--- src/rtl/vga_timing_pkg.sv ---
// Default 640x480@60 Hz raster constants and the values derived from them.
package vga_timing_pkg;

  // Counter width for both axes (enough for 0..799 and 0..524).
  localparam int CW = 10;

  // Horizontal timing in pixels.
  localparam int H_ACTIVE = 640;
  localparam int H_FP     = 16;
  localparam int H_SYNC   = 96;
  localparam int H_BP     = 48;

  // Vertical timing in lines.
  localparam int V_ACTIVE = 480;
  localparam int V_FP     = 10;
  localparam int V_SYNC   = 2;
  localparam int V_BP     = 33;

  // Sync active level: 0 means the pulse is driven low.
  localparam bit SYNC_POL = 1'b0;

  // Derived totals and sync windows (start inclusive, end exclusive).
  localparam int H_TOTAL      = H_ACTIVE + H_FP + H_SYNC + H_BP;
  localparam int V_TOTAL      = V_ACTIVE + V_FP + V_SYNC + V_BP;
  localparam int H_SYNC_START = H_ACTIVE + H_FP;
  localparam int H_SYNC_END   = H_SYNC_START + H_SYNC;
  localparam int V_SYNC_START = V_ACTIVE + V_FP;
  localparam int V_SYNC_END   = V_SYNC_START + V_SYNC;

endpackage

--- src/rtl/vga_axis_counter.sv ---
// One raster axis: a wrapping position counter with a registered sync output.
// 'active' and 'wrap' describe the value the counter takes on the coming edge,
// so the parent can build flops that stay aligned with 'count'.
module vga_axis_counter
  import vga_timing_pkg::*;
#(
  parameter int ACTIVE   = 640,
  parameter int FP       = 16,
  parameter int SYNC     = 96,
  parameter int BP       = 48,
  parameter bit SYNC_POL = 1'b0
) (
  input  logic          clk,
  input  logic          rst,
  input  logic          adv,
  output logic [CW-1:0] count,
  output logic          sync,
  output logic          active,
  output logic          wrap
);

  localparam logic [CW-1:0] LAST       = CW'(ACTIVE + FP + SYNC + BP - 1);
  localparam logic [CW-1:0] SYNC_START = CW'(ACTIVE + FP);
  localparam logic [CW-1:0] SYNC_END   = CW'(ACTIVE + FP + SYNC);
  localparam logic [CW-1:0] ACT_END    = CW'(ACTIVE);

  logic [CW-1:0] count_q, count_d;
  logic          sync_q, sync_d;

  // Next position, wrap flag and decodes taken from the next position.
  always_comb begin
    count_d = count_q;
    wrap    = 1'b0;
    if (adv) begin
      if (count_q == LAST) begin
        count_d = '0;
        wrap    = 1'b1;
      end else begin
        count_d = count_q + CW'(1);
      end
    end
    sync_d = ((count_d >= SYNC_START) && (count_d < SYNC_END)) ? SYNC_POL : ~SYNC_POL;
    active = (count_d < ACT_END);
  end

  // Position and sync registers; reset parks on the last position of the axis.
  always_ff @(posedge clk) begin
    if (rst) begin
      count_q <= LAST;
      sync_q  <= ~SYNC_POL;
    end else begin
      count_q <= count_d;
      sync_q  <= sync_d;
    end
  end

  assign count = count_q;
  assign sync  = sync_q;

endmodule

--- src/rtl/vga_timing_gen.sv ---
// VGA raster timing: horizontal and vertical axis counters advanced by the
// pixel strobe, plus registered video-active and line/frame strobes.
module vga_timing_gen
  import vga_timing_pkg::*;
#(
  parameter int H_ACTIVE = vga_timing_pkg::H_ACTIVE,
  parameter int H_FP     = vga_timing_pkg::H_FP,
  parameter int H_SYNC   = vga_timing_pkg::H_SYNC,
  parameter int H_BP     = vga_timing_pkg::H_BP,
  parameter int V_ACTIVE = vga_timing_pkg::V_ACTIVE,
  parameter int V_FP     = vga_timing_pkg::V_FP,
  parameter int V_SYNC   = vga_timing_pkg::V_SYNC,
  parameter int V_BP     = vga_timing_pkg::V_BP,
  parameter bit SYNC_POL = vga_timing_pkg::SYNC_POL
) (
  input  logic          clk,
  input  logic          rst,
  input  logic          pix_en,
  output logic [CW-1:0] hcount,
  output logic [CW-1:0] vcount,
  output logic          hsync,
  output logic          vsync,
  output logic          video_on,
  output logic          line_end,
  output logic          frame_start
);

  logic h_wrap, v_wrap, h_active, v_active, v_adv;
  logic video_on_q, line_end_q, frame_start_q;

  // The vertical axis steps only on the pixel that wraps the line.
  assign v_adv = pix_en & h_wrap;

  vga_axis_counter #(
    .ACTIVE(H_ACTIVE), .FP(H_FP), .SYNC(H_SYNC), .BP(H_BP), .SYNC_POL(SYNC_POL)
  ) u_h (
    .clk(clk), .rst(rst), .adv(pix_en),
    .count(hcount), .sync(hsync), .active(h_active), .wrap(h_wrap)
  );

  vga_axis_counter #(
    .ACTIVE(V_ACTIVE), .FP(V_FP), .SYNC(V_SYNC), .BP(V_BP), .SYNC_POL(SYNC_POL)
  ) u_v (
    .clk(clk), .rst(rst), .adv(v_adv),
    .count(vcount), .sync(vsync), .active(v_active), .wrap(v_wrap)
  );

  // Video-active and one-clk strobes registered from the next-position decodes.
  always_ff @(posedge clk) begin
    if (rst) begin
      video_on_q    <= 1'b0;
      line_end_q    <= 1'b0;
      frame_start_q <= 1'b0;
    end else begin
      video_on_q    <= h_active & v_active;
      line_end_q    <= h_wrap;
      frame_start_q <= h_wrap & v_wrap;
    end
  end

  assign video_on    = video_on_q;
  assign line_end    = line_end_q;
  assign frame_start = frame_start_q;

endmodule

--- config.mk ---
export PLATFORM = sky130hd
export DESIGN_NAME = vga_timing_gen
export DESIGN_NICKNAME = d
export VERILOG_FILES = /design/src/rtl/vga_timing_pkg.sv /design/src/rtl/vga_axis_counter.sv /design/src/rtl/vga_timing_gen.sv
export SDC_FILE = /design/constraint.sdc
export NUM_CORES = 1
export LEC_CHECK = 0
export ABC_AREA = 1
export BUFFER_PORTS_ARGS = -buffer_cell sky130_fd_sc_hd__buf_2
export CAP_MARGIN = 20
export CORE_MARGIN = 1.5
export CORE_UTILIZATION = 59
export DETAILED_ROUTE_END_ITERATION = 16
export PLACE_DENSITY = 0.84
export RECOVER_POWER = 25
export REMOVE_ABC_BUFFERS = 1
export SLEW_MARGIN = 15
export SYNTH_ARGS = -nofsm -noshare
export SYNTH_HDL_FRONTEND = slang
export SYNTH_SLANG_ARGS = --single-unit
export TNS_END_PERCENT = 20
--- constraint.sdc ---
create_clock -name clk -period 3.15 [get_ports clk]
set_input_delay 0.945 -clock clk [delete_from_list [all_inputs] [get_ports clk]]
set_output_delay 0.945 -clock clk [all_outputs]
set_load 0.1 [all_outputs]
# Word-level counts from Yosys, hierarchy flattened
# Index checks and enable logic that the tools add are counted.
[op_classes]
addsub = 2
multipliers = 0
n_div = 0
magnitude_cmp = 6
n_eq_ne = 2
shifts = 0
muxes = 10
bitwise_logic = 3
reduce_logical = 2
[ops]
columns = ["op", "count"]
rows = [
  ["$mux 10", 4],
  ["$add 10x1->10 const B", 2],
  ["$eq 10x10->1 const B", 2],
  ["$lt 10x10->1 const B", 2],
  ["$lt 10x9->1 const B", 2],
  ["$ge 10x10->1 const B", 1],
  ["$ge 10x9->1 const B", 1],
  ["$mux 1", 6],
  ["$and 1x1->1", 3],
  ["$logic_and 1x1->1", 2],
]
[word_totals]
regBits = 25
latch_bits = 0
ram_bits = 0
rom_bits = 0
in_bits = 3
output_inout_bits = 25
word_cells = 32
n_memories = 0

# Longest topological paths before layout
# Gate-level depths: netlist of run 1.
[logic_depth]
word_depth = 8
depth_mapped = 12
depth_no_buf = 12

# Modules after synthesis
# From an unflattened synthesis of run 1, not the netlist that was laid out.
[unflattened]
hier_cells = 225
area_unflattened_um2 = 1448.9
[modules_own_cells]
columns = ["mod", "n_inst", "cells_each", "area_each_um2", "seq_area_each_um2"]
rows = [
  ["vga_axis_counter (u_h)", 1, 103, 686.9, 220.2],
  ["vga_axis_counter (u_v)", 1, 111, 671.9, 220.2],
  ["vga_timing_gen", 1, 11, 90.1, 60.1],
]

# Worst setup path after synthesis of run 1
# OpenSTA, ideal clock, no wires.
[synth_timing]
path_type = "register to register"
start = "reg u_h.count_q[1] (netlist: u_h.count[1])"
end = "reg u_v.sync_q (netlist: u_v.sync)"
setup_ps = 121
t_arrival_ps = 2240
required_ps = 3029
slack_ps = 789
path_stages_with_launch = 10
path_buffers = 1
cell_sequence = "dfxtp_1 > ha_1 > nand2_2 > nor2_8 > nand4_2 > buf_6 > o21ai_2 > nand2_1 > nor2_1 > nand3_1"
[synth_between]
elab_chain_len = 8
[synth_rtl]
columns = ["item", "line_no", "rtl"]
rows = [
  ["start: declaration", "vga_axis_counter.sv:27", "logic [CW-1:0] count_q, count_d;"],
  ["start signal: assignment", "vga_axis_counter.sv:52", "count_q <= count_d;"],
  ["$eq 10x10->1 *", "vga_axis_counter.sv:35", "if (count_q == LAST) begin"],
  ["$mux 1 *", "vga_axis_counter.sv:35", ""],
  ["$mux 1 *", "vga_axis_counter.sv:34", "if (adv) begin"],
  ["$and 1x1->1 *", "vga_timing_gen.sv:32", "assign v_adv = pix_en & h_wrap;"],
  ["$mux 10 *", "vga_axis_counter.sv:34", ""],
  ["$ge 10x9->1 / $lt 10x9->1 (equally long branches)", "vga_axis_counter.sv:42", "sync_d = ((count_d >= SYNC_START) && (count_d < SYNC_END)) ? SYNC_POL : ~SYNC_POL;"],
  ["$logic_and 1x1->1 *", "vga_axis_counter.sv:42", ""],
  ["$mux 1 *", "vga_axis_counter.sv:42", ""],
  ["end signal: assignment", "vga_axis_counter.sv:50", "sync_q <= ~SYNC_POL;"],
  ["end signal: assignment", "vga_axis_counter.sv:53", "sync_q <= sync_d;"],
  ["end: declaration", "vga_axis_counter.sv:28", "logic sync_q, sync_d;"],
]
# Mark *: on every way between the ends. The rest lies on a longest branch, timed or not.
# A chain may end at the register's enable or synchronous reset.

# Worst setup path after layout of run 1
[layout_timing]
start = "in pix_en"
end = "reg u_v.sync_q (netlist: u_v.sync)"
[layout_between]
elab_chain_len = 6
[layout_rtl]
columns = ["item", "line_no", "rtl"]
rows = [
  ["start: declaration", "vga_timing_gen.sv:18", "input logic pix_en,"],
  ["$mux 1", "vga_axis_counter.sv:34", ""],
  ["$and 1x1->1 *", "vga_timing_gen.sv:32", ""],
  ["$mux 10 *", "vga_axis_counter.sv:34", ""],
  ["$ge 10x9->1 / $lt 10x9->1 (equally long branches)", "vga_axis_counter.sv:42", ""],
  ["$logic_and 1x1->1 *", "vga_axis_counter.sv:42", ""],
  ["$mux 1 *", "vga_axis_counter.sv:42", ""],
]
# Marked as above.

==> key figures, run 1 <==
Clocking
  • Clk Tree Root Cell: clkbuf_4
  • Clock buffer depth: 2
  • Setup Buffers After CTS: 0
  • Insertion delay to the later sink of the worst-skew pair: 0.32 ns
  • CTS sink cnt: 25
  • Clk slew on worst S/H paths: 0.13 ns
  • PostCTS Resize Cnt: 0
  • CTS Buf Count: 3
  • Hold Buf Count CTS: 0
  • H-Tree Depth: 1
  • Clock tree from TritonCTS: built

Yosys
  • Post-synth cell types: 32
  • Post-synthesis register bit count: 25
  • Seq/Total Area, Yosys: 32.5%
  • Post-Synthesis Cells: 236
  • Ys Warns: 0
  • Synthesized area per cell: 6.53 um^2
  • Syn Std Cell Area: 0.00154 mm^2

Setup path
  • Data arrival, critical path: 2.62 ns
  • Crit path top cell by count: nand2_1
  • Worst path slowest cell: nor2_1
  • Cell chain of the critical path: clkbuf_1, inv_1, nor2_1, nand2_1, nand2_1, nand2_1, nor2_1, nand3_1
  • Critical Path Source Type: input port
  • CP bufs+invs: 2
  • Setup CP Type: input port to flip-flop
  • Largest stage delay, worst path: 0.65 ns
  • CP endpoint kind: flip-flop
  • Worst Path Required: 3.37 ns
  • CP max FO: 11
  • Crit path max-delay family: simple AND/OR/NAND/NOR gates

Min path
  • Hold Path Class: flip-flop to flip-flop

Power
  • Sw power: 0.585 mW
  • Sw frac: 52.9%
  • Total Power: 1.10 mW
  • Leak pwr: 0.853 nW
  • Comb power frac: 51.0%
  • PwrDens: 660 mW/mm^2
  • Clk network pwr share: 12.9%
  • Seq pwr share: 36.1%
  • Pint: 0.520 mW
  • VDD IR max: 0.411 mV

Placed design
  • I/O Buffers: 27
  • Dpl ws: 0.889 ns
  • Placed insts: 288
  • Final HPWL DP: 2710 um
  • GPL Wtd Cong: 0.924

Global route
  • Initial antenna violation count: 0
  • Overflow after GRT: 0
  • Global-route wire length before repair: 5800 um
  • Vias in the first global route: 1393
  • Total track usage: 27.0%
  • Largest net degree at the start of global routing: 16

Floorplan
  • Die Span Y: 54.1 um
  • Core Area: 0.00248 mm^2
  • Die width: 54.1 um
  • I/O Pins: 28
  • Die area: 0.00293 mm^2
  • Initial Utilization: 62.2%
  • Placement Rows: 18

Drt
  • Drt first-iter violations: 41
  • Drt drc: 0
  • DRT antenna net count: 0
  • Detailed Route WL: 3510 um
  • Vias per cell: 5.33
  • DR vias: 1556
  • Pre-Repair DR Iteration Count: 4
  • WL per Instance: 12.0 um

Layout
  • Fin nets: 269
  • Layout cell share with drive strength beyond 1: 19.1%
  • N_diodes: 0
  • Non-Filler Instances: 292
  • Synthesis-to-layout area growth: 8.60%

Timing
  • Final Setup Violations: 0
  • Worst slew pin tran: 0.803 ns
  • Fmax: 415 MHz
  • Worst Skew: 0.00867 ns
  • Final period util: 76.5%
  • Worst rel slew slack: 46.3%
  • Final WS setup: 0.741 ns
  • Setup TNS: 0 ns
  • Final Hold Vio Count: 0
  • Hold_ws: 0.549 ns
  • Minimum clock period: 2.41 ns
  • Fin. max-slew vios: 0
  • RSZ-0062 raised after global routing: false

Status
  • Status: finished, final reports clean

Run
  • Max-cap violations: 0
## power groups by stage
stage / sequential, mW / combinational (mW) / clock, mW
4_1_cts: 0.397 / 0.574 / 0.146
3_5_place_dp: 0.404 / 0.572 / 0
3_3_place_gp: 0.404 / 0.565 / 0
5_1_grt: 0.405 / 0.610 / 0.156
6_report: 0.399 / 0.564 / 0.142
2_1_floorplan: 0.636 / 0.245 / 0
## flip-flops by register name, summed over array words and instances, names as in the netlist
name and cells:
u_h.count 10, line_end 1, u_v.count 10, frame_start 1, u_v.sync 1, u_h.sync 1, video_on 1
## routing by layer
metal	share of wire [%]	global-route usage (%)	vias up
met5	0	0	-
met3	5.1	4.44	6
li1	-	-	785
met2	48	45.9	53
met1	45	33.0	712
met4	1.5	12.9	0
## synthesized netlist by cell type, drive strengths merged
master  number  area share (%)
nand2       85              22
and2         1            0.41
ha           3             2.4
o21bai       2            0.97
a21oi        3            0.97
or2          1            0.41
nor3         3             1.7
nand3       17             6.7
dfxtp       25              32
o211ai       2             1.3
o21ai        4             1.5
nor2        38              11
buf          4             2.3
inv         33             8.0
xnor2        2             1.1
clkbuf       1            0.24
nand4        9             4.1
a211oi       1            0.49
xor2         2             1.1
## placed cells by master, fill, tap and decap left out
| cell | instances |
|---|---|
| xor2_1 | 2 |
| or2_2 | 1 |
| nor2_1 | 33 |
| a211oi_1 | 1 |
| clkbuf_1 | 3 |
| o21bai_1 | 2 |
| nand3_4 | 1 |
| nor3_1 | 3 |
| nand3_2 | 1 |
| nand3_1 | 15 |
| inv_1 | 31 |
| buf_2 | 25 |
| inv_2 | 2 |
| dfxtp_1 | 25 |
| nand2_2 | 10 |
| nor2_8 | 1 |
| nor2_2 | 4 |
| xnor2_1 | 2 |
| and2_1 | 1 |
| o211ai_2 | 1 |
| a21oi_1 | 3 |
| nand4_1 | 9 |
| o21ai_2 | 1 |
| o21ai_0 | 3 |
| clkbuf_4 | 3 |
| nand2_1 | 75 |
| ha_1 | 3 |
| o211ai_1 | 1 |
## worst min-delay path, cell delays in order (launching register included)
cell and delay [ns]:
dfxtp_1 0.39, a21oi_1 0.08, nand2_1 0.06
## through the flow
| stage | utilization (%) | area (um^2) |
|---|---|---|
| 3_5_place_dp | 67.6 | 1680 |
| 2_1_floorplan | - | 1500 |
| 4_1_cts | 68.7 | 1700 |
| 5_1_grt | 67.6 | 1670 |
| 3_3_place_gp | 67.6 | 1680 |
| 6_report | 67.6 | 1670 |
## logic make-up after synthesis
group / share of synthesized area (%)
simple gates: 47.0
buf+inv: 10.6
flops: 32.5
compound gates: 5.28
xor+xnor: 2.27
fa+ha+maj: 2.44
## final timing paths
| kind | slack [ns] | from | depth (start not counted) | to |
|---|---|---|---|---|
| worst min register to register | 0.55 | u_h.count[1] | 2 | u_h.count[1] |
| worst min-delay path | 0.55 | u_h.count[1] | 2 | u_h.count[1] |
| worst max-delay path | 0.74 | pix_en | 8 | u_v.sync |
| worst max register to register | 0.85 | u_h.count[0] | 10 | u_v.sync |
## layout make-up
cell class	count	area [um^2]
clock buffer	4	26.3
fill	233	803
inverter	33	124
multi-input combinational	173	853
sequential	25	500
tap	30	37.5
timing repair buffer	27	133
Power figures use the tool's default switching activity.
==> run 2: changes to the inputs <==
--- a/config.mk
+++ b/config.mk
@@ -5,13 +5,13 @@
 export SDC_FILE = /design/constraint.sdc
 export NUM_CORES = 1
 export LEC_CHECK = 0
-export ABC_AREA = 1
+export ABC_AREA = 0
 export BUFFER_PORTS_ARGS = -buffer_cell sky130_fd_sc_hd__buf_2
 export CAP_MARGIN = 20
 export CORE_MARGIN = 1.5
-export CORE_UTILIZATION = 59
+export CORE_UTILIZATION = 53
 export DETAILED_ROUTE_END_ITERATION = 16
-export PLACE_DENSITY = 0.84
+export PLACE_DENSITY = 0.77
 export RECOVER_POWER = 25
 export REMOVE_ABC_BUFFERS = 1
 export SLEW_MARGIN = 15
==> constraint.sdc (replaced) <==
create_clock -name clk -period 2.3 [get_ports clk]
set_input_delay 0.69 -clock clk [delete_from_list [all_inputs] [get_ports clk]]
set_output_delay 0.69 -clock clk [all_outputs]
set_load 0.1 [all_outputs]
==> key figures, run 2 <==
Global route
  • Global-route wire length before repair: 5180 um (-11%)
  • Initial antenna violation count: 0 (unchanged)
  • Total track usage: 24.5% (-2.6 points)
  • Vias in the first global route: 1132 (-19%)
  • Largest net degree at the start of global routing: 17 (+1)
  • Overflow after GRT: 0 (unchanged)

Setup path
  • Worst path slowest cell: dfxtp_1
  • Worst r2r src: u_v.count[0]
  • CP bufs+invs: 1 (-1)
  • R2R depth: 7 (-3)
  • Reg-to-reg slack, setup: 0.25 ns (-0.60 ns)
  • Data arrival, critical path: 1.38 ns (-1.24 ns)
  • Worst Path Required: 1.61 ns (-1.76 ns)
  • CP max FO: 10 (-1)
  • Cell chain of the critical path: buf_2
  • Reg2reg end: video_on
  • Crit path max-delay family: flip-flops
  • Setup CP Type: flip-flop to output pin
  • Largest stage delay, worst path: 0.56 ns (-0.09 ns)
  • CP endpoint kind: output pin
  • Critical Path Source Type: flip-flop

Layout
  • Layout fillers: 229 (-1.7%)
  • Non-Filler Instances: 220 (-25%)
  • Fin nets: 197 (-27%)
  • Layout cell share with drive strength beyond 1: 21.1% (+2.0 points)
  • Commonest cells after routing, fill and taps aside: buf_2 (26), dfxtp_1 (25), nand2_1 (14), nor2_1 (14), o21ai_0 (10)
  • Commonest non-fill, non-tap cell in the layout: buf_2
  • Synthesis-to-layout area growth: 14.3%
  • Post-route design area: 0.00156 mm^2 (-6.7%)
  • N_diodes: 0 (unchanged)

Min path
  • Cells on Worst Hold Path: 2 (unchanged)
  • Worst Hold End: u_h.count[1]
  • Hold Startpoint: u_h.count[1]
  • Hold Path Class: flip-flop to flip-flop

Timing
  • Worst Skew: 0.00743 ns (-0.00124 ns)
  • Final Hold Vio Count: 0 (unchanged)
  • Worst slew pin tran: 0.544 ns (-0.258 ns)
  • Fin. max-slew vios: 0 (unchanged)
  • Final Setup Violations: 0 (unchanged)
  • Fmax: 482 MHz
  • Minimum clock period: 2.07 ns
  • Setup TNS: 0 ns (unchanged)
  • RSZ-0062 raised after global routing: false
  • Worst rel slew slack: 63.9% (+18 points)
  • Final period util: 90.2%

Yosys
  • Synth top cells by count: dfxtp_1 (25), nand2_1 (14), nor2_1 (14)
  • Post-Synthesis Cells: 161 (-32%)
  • Top FF cell, synth: dfxtp_1
  • Post-synthesis register bit count: 25 (unchanged)
  • Post-synth cell types: 46 (+44%)
  • Cell accounting for the most synthesized area: dfxtp_1
  • Synthesized area per cell: 8.49 um^2 (+30%)
  • Post-synth top area share: 36.6% (+4.1 points)
  • Top-count cell post-synth: dfxtp_1
  • Seq/Total Area, Yosys: 36.6% (+4.1 points)
  • Ys Warns: 0 (unchanged)
  • Post-synth EDFFs: 0 (unchanged)
  • FFs w/ async S/R, synth: 0% (unchanged)
  • Syn Std Cell Area: 0.00137 mm^2 (-11%)
  • Largest cells by area after synthesis: dfxtp_1 (37%), xnor2_1 (4.5%), nand2_1 (3.8%)

Floorplan
  • Die Span Y: 53.8 um (-0.59%)
  • Die width: 53.8 um (-0.59%)
  • Core Area: 0.00245 mm^2 (-0.91%)
  • I/O Pins: 28 (unchanged)
  • Die area: 0.00289 mm^2 (-1.2%)
  • Placement Rows: 18 (unchanged)
  • Initial Utilization: 55.7% (-6.5 points)

Drt
  • Detailed Route WL: 3140 um (-10%)
  • WL per Instance: 14.3 um (+19%)
  • Drt first-iter violations: 38 (-7.3%)
  • DR vias: 1304 (-16%)
  • Pre-Repair DR Iteration Count: 4 (unchanged)
  • Vias per cell: 5.93 (+11%)
  • DRT antenna net count: 0 (unchanged)
  • Drt drc: 0 (unchanged)

Clocking
  • PostCTS Resize Cnt: 0 (unchanged)
  • Hold Buf Count CTS: 0 (unchanged)
  • Clock tree from TritonCTS: built
  • Clock buffer depth: 2 (unchanged)
  • Clk Tree Root Cell: clkbuf_4
  • Setup Buffers After CTS: 0 (unchanged)
  • Insertion delay to the later sink of the worst-skew pair: 0.32 ns (about the same)
  • H-Tree Depth: 1 (unchanged)
  • Clk slew on worst S/H paths: 0.15 ns (+0.02 ns)
  • CTS sink cnt: 25 (unchanged)
  • CTS Buf Count: 3 (unchanged)

Power
  • PwrDens: 889 mW/mm^2 (+35%)
  • VDD IR max: 0.643 mV (+56%)
  • Leak pwr: 0.617 nW (-28%)
  • Total Power: 1.39 mW (+26%)

Placed design
  • GPL Wtd Cong: 0.913 (-1.2%)
  • Placed insts: 216 (-25%)
  • I/O Buffers: 27 (unchanged)
  • Area after DPL: 0.00155 mm^2 (-7.4%)
  • Final HPWL DP: 2310 um (-15%)

Status
  • Status: finished, final reports clean

Run
  • Max-cap violations: 0 (unchanged)
## run 2: cell count changes after synthesis, moves of 4 or more
cell / previous run / this run
nor2_1: 32 / 14
nand3_1: 15 / 7
inv_1: 30 / 9
nand2_1: 75 / 14
nand2_2: 10 / 0
a21oi_1: 3 / 7
nor3_1: 2 / 7
nor2_2: 4 / 0
o21ai_0: 3 / 10
xnor2_1: 2 / 7
## run 2: kinds of logic after synthesis
logic type | after synthesis | share of synthesized area (%)
and+or+nand+nor | 71 | 31.1
DFF | 25 | 36.6
buffers and inverters | 17 | 4.94
AOI/OAI and AO/OA | 33 | 16.8
muxes | 1 | 0.732
adders and majority gates | 3 | 2.75
xor gates and xnor gates | 11 | 7.04
## run 2: cell type report
type | count | area (um^2) | share of cell area [%]
multi-input combinational | 119 | 788 | 50.4
tap | 30 | 37.5 | 2.40
clock inverter | 1 | 7.51 | 0.480
inverter | 9 | 33.8 | 2.16
timing repair buffer | 33 | 173 | 11.0
sequential | 25 | 500 | 32.0
clock buffer | 3 | 22.5 | 1.44
## run 2: power breakdown
part / switching [mW] / internal (mW)
combinational: 0.475 / 0.171
sequential: 0.0645 / 0.474
clock: 0.139 / 0.0664
total: 0.678 / 0.711
## run 2: worst max path at each step
| stage | from | cells after the start | to | slack [ns] |
|---|---|---|---|---|
| after floorplan | u_h.count[0] | 6 | video_on | -0.39 |
| after global placement | pix_en | 5 | video_on | 0.19 |
| after detailed placement | pix_en | 6 | video_on | 0.13 |
| after CTS | u_v.count[4] | 1 | vcount[4] | 0.21 |
| after global routing | u_v.count[0] | 6 | u_v.sync | 0.14 |
| final | u_v.count[4] | 1 | vcount[4] | 0.23 |
## run 2: stage by stage
step                      hold WS [ns]  setup slack (ns)  utilization, %
after floorplan                  0.759            -0.391               -
after global placement           0.509             0.189            63.2
after detailed placement         0.538             0.129            63.2
after CTS                        0.575             0.208            64.4
after global routing             0.589             0.139            63.7
final                            0.573             0.226            63.7
## run 2: per-layer routing
metal / wire, um / track usage (%) / part of all wire [%] / up-vias
met5: 0 / 0 / 0 / -
met4: 15 / 5.56 / 0.48 / 0
met1: 1460 / 33.8 / 46 / 608
met2: 1460 / 39.4 / 47 / 48
li1: - / - / - / 646
met3: 205 / 4.44 / 6.5 / 2
